## config.mk

```make
export PLATFORM = sky130hd
export DESIGN_NAME = dbus_responder
export DESIGN_NICKNAME = d
export VERILOG_FILES = /design/src/rtl/dbus_responder.sv
export SDC_FILE = /design/constraint.sdc
export NUM_CORES = 2
export LEC_CHECK = 0
export ABC_CLOCK_PERIOD_IN_PS = 2950
export CORE_MARGIN = 2
export CORE_UTILIZATION = 60
export CTS_BUF_LIST = sky130_fd_sc_hd__clkbuf_16
export DETAILED_ROUTE_END_ITERATION = 10
export GPL_TIMING_DRIVEN = 0
export MAX_ROUTING_LAYER = met4
export PLACE_DENSITY = 0.76
export SLEW_MARGIN = 20
export SYNTH_ARGS = -nofsm -noshare
export SYNTH_HDL_FRONTEND = slang
export SYNTH_MEMORY_MAX_BITS = 65536
export SYNTH_SLANG_ARGS = --single-unit
```

## constraint.sdc

```tcl
create_clock -name clk -period 2.95 [get_ports clk]
set_input_delay 0.295 -clock clk [delete_from_list [all_inputs] [get_ports clk]]
set_output_delay 0.295 -clock clk [all_outputs]
set_load 0.05 [all_outputs]
```

## src/rtl/dbus_responder.sv

```systemverilog
// dbus_responder: responder end of the core's data-memory bus.
//
// Purpose
//   Drop-in replacement for the data memory beside the core.
//     a[9] = 0 : byte-enabled scratch RAM, word index a[8:2]
//     a[9] = 1 : MMIO
//                0x200 TXDATA  store (lane 0) pushes a byte into the output FIFO
//                0x204 STATUS  {29'b0, overflow, full, empty}; store with wd[2]=1
//                              clears the sticky overflow flag
//                0x208 CYCLE   free-running cycle counter (optional)
//   The output FIFO is drained by an external ready/valid sink.
//
// Configuration
//   DBUS_CYCLE_CNT_EN  when defined, builds the 32-bit CYCLE counter; otherwise
//                      0x208 reads 0 and stores to it are ignored.
//
// Ports
//   clk         in   rising-edge clock
//   reset       in   synchronous, active-high reset
//   we          in   store strobe
//   byteEnable  in   [3:0] store lane enables, lane i = wd[8i+7:8i]
//   a           in   [9:0] byte address, a[1:0] ignored
//   wd          in   [31:0] store data
//   rd          out  [31:0] load data, combinational from a and current state
//   out_valid   out  FIFO head valid
//   out_data    out  [7:0] FIFO head byte
//   out_ready   in   sink accepts head when out_valid && out_ready

module dbus_responder #(
    parameter int unsigned RAM_WORDS  = 128,
    parameter int unsigned FIFO_DEPTH = 4
) (
    input  logic        clk,
    input  logic        reset,
    input  logic        we,
    input  logic [3:0]  byteEnable,
    input  logic [9:0]  a,
    input  logic [31:0] wd,
    output logic [31:0] rd,
    output logic        out_valid,
    output logic [7:0]  out_data,
    input  logic        out_ready
);

    localparam int unsigned RamAw = (RAM_WORDS > 1) ? $clog2(RAM_WORDS) : 1;
    localparam int unsigned PtrW  = $clog2(FIFO_DEPTH);
    localparam int unsigned CntW  = PtrW + 1;

    // MMIO word addresses (a[9:2]).
    localparam logic [7:0] AddrTx     = 8'h80;
    localparam logic [7:0] AddrStatus = 8'h81;
    localparam logic [7:0] AddrCycle  = 8'h82;

    // ------------------------------------------------------------------
    // Address decode
    // ------------------------------------------------------------------
    logic [7:0]       word_addr;
    logic [6:0]       word_idx;
    logic [RamAw-1:0] ram_idx;
    logic             ram_in_range;
    logic             unused_addr_lsb;

    assign word_addr       = a[9:2];
    assign word_idx        = a[8:2];
    assign ram_idx         = word_idx[RamAw-1:0];
    assign unused_addr_lsb = ^a[1:0];

    generate
        if (RAM_WORDS >= 128) begin : g_ram_full
            assign ram_in_range = 1'b1;
        end else begin : g_ram_part
            assign ram_in_range = (word_idx < 7'(RAM_WORDS));
        end
    endgenerate

    // ------------------------------------------------------------------
    // Scratch RAM (not reset; writes suppressed while reset is asserted)
    // ------------------------------------------------------------------
    logic [31:0] ram_q [RAM_WORDS];
    logic        ram_we;

    assign ram_we = we && !a[9] && ram_in_range && !reset;

    always_ff @(posedge clk) begin
        if (ram_we) begin
            for (int i = 0; i < 4; i++) begin
                if (byteEnable[i]) begin
                    ram_q[ram_idx][8*i +: 8] <= wd[8*i +: 8];
                end
            end
        end
    end

    // ------------------------------------------------------------------
    // Output FIFO
    // ------------------------------------------------------------------
    logic [7:0]      fifo_q [FIFO_DEPTH];
    logic [PtrW-1:0] wr_ptr_q, wr_ptr_d;
    logic [PtrW-1:0] rd_ptr_q, rd_ptr_d;
    logic [CntW-1:0] count_q, count_d;
    logic            ovf_q, ovf_d;

    logic empty, full;
    logic pop, push_req, push, ovf_set, ovf_clr;

    always_comb begin
        empty    = (count_q == '0);
        full     = (count_q == CntW'(FIFO_DEPTH));
        pop      = !empty && out_ready;
        push_req = we && byteEnable[0] && (word_addr == AddrTx);
        // A full FIFO still accepts a byte when the head leaves the same cycle.
        push     = push_req && (!full || pop);
        ovf_set  = push_req && full && !pop;
        ovf_clr  = we && byteEnable[0] && (word_addr == AddrStatus) && wd[2];

        wr_ptr_d = push ? wr_ptr_q + PtrW'(1) : wr_ptr_q;
        rd_ptr_d = pop  ? rd_ptr_q + PtrW'(1) : rd_ptr_q;

        count_d = count_q;
        case ({push, pop})
            2'b10:   count_d = count_q + CntW'(1);
            2'b01:   count_d = count_q - CntW'(1);
            default: count_d = count_q;
        endcase

        // Set wins over a same-cycle clear.
        ovf_d = ovf_q;
        if (ovf_set) begin
            ovf_d = 1'b1;
        end else if (ovf_clr) begin
            ovf_d = 1'b0;
        end
    end

    always_ff @(posedge clk) begin
        if (push && !reset) begin
            fifo_q[wr_ptr_q] <= wd[7:0];
        end
    end

    always_ff @(posedge clk) begin
        if (reset) begin
            wr_ptr_q <= '0;
            rd_ptr_q <= '0;
            count_q  <= '0;
            ovf_q    <= 1'b0;
        end else begin
            wr_ptr_q <= wr_ptr_d;
            rd_ptr_q <= rd_ptr_d;
            count_q  <= count_d;
            ovf_q    <= ovf_d;
        end
    end

    // Storage is not reset, so the head is masked to 0 while empty.
    assign out_valid = !empty;
    assign out_data  = empty ? 8'h00 : fifo_q[rd_ptr_q];

    // ------------------------------------------------------------------
    // Cycle counter
    // ------------------------------------------------------------------
    logic [31:0] cycle_rd;

`ifdef DBUS_CYCLE_CNT_EN
    logic [31:0] cycle_q, cycle_d;
    logic        cycle_wr;

    always_comb begin
        cycle_wr = we && (word_addr == AddrCycle) && (byteEnable != 4'b0000);
        cycle_d  = cycle_q + 32'd1;
        if (cycle_wr) begin
            // Store replaces the increment; disabled lanes hold their value.
            for (int i = 0; i < 4; i++) begin
                cycle_d[8*i +: 8] = byteEnable[i] ? wd[8*i +: 8] : cycle_q[8*i +: 8];
            end
        end
    end

    always_ff @(posedge clk) begin
        if (reset) begin
            cycle_q <= '0;
        end else begin
            cycle_q <= cycle_d;
        end
    end

    assign cycle_rd = cycle_q;
`else
    assign cycle_rd = 32'h0000_0000;
`endif

    // ------------------------------------------------------------------
    // Load path
    // ------------------------------------------------------------------
    always_comb begin
        rd = 32'h0000_0000;
        if (!a[9]) begin
            if (ram_in_range) begin
                rd = ram_q[ram_idx];
            end
        end else begin
            case (word_addr)
                AddrStatus: rd = {29'b0, ovf_q, full, empty};
                AddrCycle:  rd = cycle_rd;
                default:    rd = 32'h0000_0000;
            endcase
        end
    end

endmodule

```

Word-level counts from Yosys, hierarchy flattened
Memory sizes are Yosys's and may differ from the RTL's. A register that Yosys moved wholly into a read port is not among the register bits.
Cells that the tools add are included.
- add/sub/neg operators: 4
- eq/ne operators: 5
- muxes and demuxes: 22
- reduce and logical (&&, ||, !) cells: 20
- operator list (cell ; count):
    32-bit 2-to-1 mux ; 1
    8-bit == test (second input constant) ; 2
    1-bit 2-to-1 mux ; 16
    1-bit logical AND ; 11
    8-bit 2-to-1 mux ; 1
    3-bit case mux with 2 select lines ; 1
    1-bit logical NOT ; 5
    2-bit by 1-bit adder with 2-bit output (second input constant) ; 2
    2-bit 2-to-1 mux ; 2
    2-bit nonzero test ; 2
    3-bit by 1-bit adder with 3-bit output (second input constant) ; 1
    3-bit == test (second input constant) ; 1
    3-bit logical NOT ; 1
    3-bit 2-to-1 mux ; 1
    3-bit by 1-bit subtractor with 3-bit output (second input constant) ; 1
    2-bit by 1-bit == test with 1-bit output (second input constant) ; 1
    2-bit == test (second input constant) ; 1
    1-bit logical OR ; 1
- register bits after elaboration: 8
- RAM bits: 4128
- input bits: 50
- word-level logic and storage cells: 57
- memories: 2
- memory list (name ; depth ; width ; rd ports ; clocked after Yosys merged registers in ; wr ports ; line ; text):
    ram_q ; 128 ; 32 ; 1 ; 0 ; 1 ; 79 ; logic [31:0] ram_q [RAM_WORDS];
    fifo_q ; 4 ; 8 ; 1 ; 1 ; 1 ; 97 ; logic [7:0] fifo_q [FIFO_DEPTH];

Longest topological paths before layout
- depth after elaboration: 8
- mapped depth: 11
- mapped depth without buffers: 8

Worst setup path after synthesis
No wires, ideal clock.
- path type: input to output
- start: input a[2]
- end: output rd[0]
- arrival: 2.437 ns
- required time: 2.655 ns
- slack: 0.218 ns
- cell stages on the path: 11
- path buffers: 5
- cells stage by stage: buf_4 > buf_8 > buf_6 > buf_8 > buf_6 > mux2i_1 > a22oi_1 > nand3_1 > a41oi_1 > nor4_1 > o22ai_1
- cells in the longest elaborated chain, start to end: 3
- ends and longest elaborated chain (element ; line ; text):
    start, declared ; 37 ; input logic [9:0] a,
    parallel branches: the longest is 2 deep, another holds memory read 128 x 32 bit ; n/a ;
    32-bit 2-to-1 mux (*) ; 197 ; if (!a[9]) begin
    end, declared ; 39 ; output logic [31:0] rd,
Every way passes the cells marked *.

Worst setup path in the final report
- start: input a[6]
- end: output rd[15]
- cells in the longest elaborated chain, start to end: 2
- ends and longest elaborated chain (element ; line):
    memory read 128 x 32 bit ; n/a
    32-bit 2-to-1 mux ; 197
No other way between the ends.

==> impl_metrics.ini <==
[status]
run_status = finished, violations left
violations = setup timing

[synth]
netlist.top_cell.by_area = edfxtp_1
synth_cell_type_count = 40
yosysWarnings = 0
synth.cell_area_sq_um = 160800
synth_nets = 7535
netlist_top_cells_area = edfxtp_1 (77%), mux4_2 (13%), mux2i_1 (4.1%), nor2_1 (1.3%), o22ai_1 (0.91%)
seq_area_frac_synth_pct = 77.21
gate_count_after_technology_mapping = 7480
synth.ff_latch_count = 4138
synthArstFlopShare_pct = 0
netlist.area_leader.share_pct = 77.09
count_of_flip_flops_with_a_built_in_enable_after_synthesis = 4128
synthesis.area_per_instance_sq_um = 21.50
synth_ff_type = edfxtp_1

[worst_hold_path]
holdCritPathClass = in -> reg

[cts]
clk_latency_ps = 980
clock_tree.htree_level_count = 5
cts_buffer_count = 406
clock_tree.buffer_depth = 4
tritoncts = done
clock-root-buffer = clkbuf_16
clk_pin_slew_worst_paths_ps = 60
cts.sinks = 4138

[floorplanning]
die_w_um = 521.7
coreArea_sq_um = 267200
io_pins = 91
floorplan.initialDensity_pct = 60.18
fp.dieArea_sq_um = 272200
die_height_um = 521.7
rows = 190

[worst_setup_path]
cp_num_buf_inv = 4
crit_family = buffers and inverters
cp.arrival_ps = 3470
rr_endpoint = count_q[1]
setup.worst_path.end = rd[15]
timing.critical_path.slowest_stage_cell = clkbuf_2
critical_path_cell_count = 8
critPathLaunchType = primary input
timing.reg2reg.setup_slack_ps = 610
startpoint = a[6]
crit_path_end_kind = output port
worst_path_required_time_ps = 2650
worst_path_largest_cell_delay_ps = 560
critical_setup_path_class = in -> out
rr_worst_depth = 6
cp_cell_sequence = clkdlybuf4s15_2 > nand2b_1 > clkbuf_2 > clkbuf_4 > o22ai_2 > o21ai_4 > a41oi_4 > buf_6
timing.critical_path.fanout_max = 11
worst_r2r_startpoint = count_q[2]

[global_routing]
globalRouteTotalUtil_pct = 38.59
first_pass_grt_wire_length_um = 685400
first_global_vias = 84110
globalRouteOverflowTotal = 0
grt_antenna_before_repair = 26
grt_max_degree = 118

[power_and_ir_drop]
power.clock.fraction_pct = 41.3
power_density_nw_per_um2 = 670.6
leakage_nw = 58.66
power.combinational.fraction_pct = 7.0
total_power_mw = 125.1
power.switching_mw = 28.79
power.internal_mw = 96.29
vdd_drop_max_uv = 693.3
power_switching_share_pct = 23.02
sequentialPowerShare_pct = 51.8

[route]
viasPerCell = 7.303
remaining_drc_errors = 0
routed-via-count = 87770
wire_per_inst_um = 42.92
drt_pre_antenna_iters = 7
routed_wirelength_um = 515800
detail-route-antenna-nets = 0
drt_iter0_markers = 17040

[timing]
timing.fmax_ghz = 0.2655
min_period_ps = 3766
rsz_0062_raised_after_global_routing = yes
max_slew_margin_pct = 12.23
layout_setup_ws_ps = -816.3
tightestPinTransition_ps = 1316
setup_tns_ps = -253290
fin_worst_hold_slack_ps = 189.0
finalMaxSlewViolations = 0
final_hold_viol_count = 0
final_min_period_over_clock_period_pct = 127.7
fin_skew_ps = 6.734
finalSetupViolations = 2176

[final_layout]
final-instance-count-excl-fill = 12020
cell_area_after_layout_sq_um = 186500
nNetsFinal = 8148
area_growth_from_synthesis_to_layout_pct = 15.99
final_layout_size_suffix_gt1_share_pct = 31.30

[place]
gp_congestion = 0.9757
placed_cells = 11160
hpwl_um = 339200
numPortBuffers = 85
place_area_sq_um = 167400

[job]
number_of_max_cap_violations = 0
Yosys cell counts (2+ instances only):
| library cell | n |
|---|---|
| nor2_1 | 538 |
| buf_4 | 50 |
| a41oi_1 | 41 |
| buf_1 | 44 |
| inv_1 | 6 |
| xnor2_1 | 2 |
| nand2b_1 | 4 |
| edfxtp_1 | 4128 |
| nor4b_1 | 2 |
| clkbuf_1 | 148 |
| mux2i_1 | 656 |
| buf_6 | 59 |
| nand3_1 | 53 |
| nor2b_1 | 10 |
| a21oi_1 | 15 |
| and3_1 | 2 |
| buf_8 | 4 |
| nand2_1 | 147 |
| buf_2 | 147 |
| nor4_1 | 4 |
| ha_1 | 4 |
| and2_1 | 19 |
| o22ai_1 | 235 |
| dfxtp_1 | 10 |
| o21ai_1 | 110 |
| xor2_1 | 3 |
| a22oi_1 | 84 |
| mux4_2 | 936 |
| o21ai_0 | 8 |
power groups by stage:
stage                     clock network (mW)  registers [mW]  logic (mW)
final                                   51.6            64.7        8.73
after global routing                    53.4            64.7        8.76
after CTS                               51.2            64.8        8.07
after detailed placement                   0            66.0        7.46
after global placement                     0            66.3        7.10
after floorplan                            0            66.0        3.69
cell type report:
class,instances,area [sq um]
flip-flops and latches,4138,124200
multi-input cells,2883,37790
clock inverters,340,2960
well taps,3552,4444
repair buffers,206,2769
inverters,6,22.52
plain buffers,452,4101
clock buffers,407,10180
fillers,15210,80690
diodes,33,82.58
how the worst min path moves through the flow:
stage | startpoint | endpoint | cells past startpoint
detailed placement | ovf_q | ovf_q | 2
finish | wd[0] | ram_q[110][0] | 2
global placement | ovf_q | ovf_q | 2
floorplan | wd[0] | fifo_q[0][0] | 0
global route | wd[0] | ram_q[110][0] | 2
CTS | wd[0] | ram_q[110][0] | 2
flip-flops by register name (all words and copies together) (netlist names), named ones only:
register  flops
count_q       3
ram_q      4096
ovf_q         1
wr_ptr_q      2
fifo_q       32
rd_ptr_q      2
placed cells by master, fill, tap and decap left out, drive strengths merged, types with 10 or more instances in the layout:
cell type / count
a21oi: 15
a22oi: 84
a41oi: 41
and2: 19
buf: 445
bufinv: 39
clkbuf: 572
clkinv: 198
clkinvlp: 22
dfxtp: 10
diode: 33
dlygate4sd3: 33
edfxtp: 4128
inv: 87
mux2i: 656
mux4: 936
nand2: 147
nand3: 53
nor2: 538
nor2b: 10
o21ai: 118
o22ai: 235
logic make-up (layout without fill, tap and decap cells):
kind of cell | after synthesis | in the layout | synth area share (%)
AOI/OAI and AO/OA | 496 | 496 | 1.957
and+or+nand+nor | 785 | 785 | 1.958
adders and majority gates | 5 | 5 | 0.04358
other | 0 | 33 | 0
muxes | 1592 | 1592 | 17.19
xor gates and xnor gates | 5 | 5 | 0.02724
buffers and inverters | 459 | 1411 | 1.608
DFF | 4138 | 4138 | 77.21
layer usage:
metal / GRT usage (%) / wire length (um) / vias up
li1: - / - / 32470
met1: 47.00 / 162600 / 44940
met2: 55.58 / 234100 / 8509
met3: 12.76 / 76930 / 1849
met4: 25.51 / 42100 / 0
met5: - / 0 / -
stage by stage:
stage / worst slack (ps) / utilization (%)
detailed placement: -3086 / 62.64
global placement: -4243 / 62.16
global route: -664.5 / 69.79
CTS: -620.0 / 68.91
floorplan: 218.3 / -
finish: -816.3 / 69.80
timing repair:
item	CTS	global route
hold buffers	33	0
endpoints found under the setup margin	4166	2331
gates resized for setup	1068	507
endpoints found under the hold margin	1480	0
cloned	0	2
pin swaps	84	82
setup buffers	0	39
(Power assumes the default switching activity.)
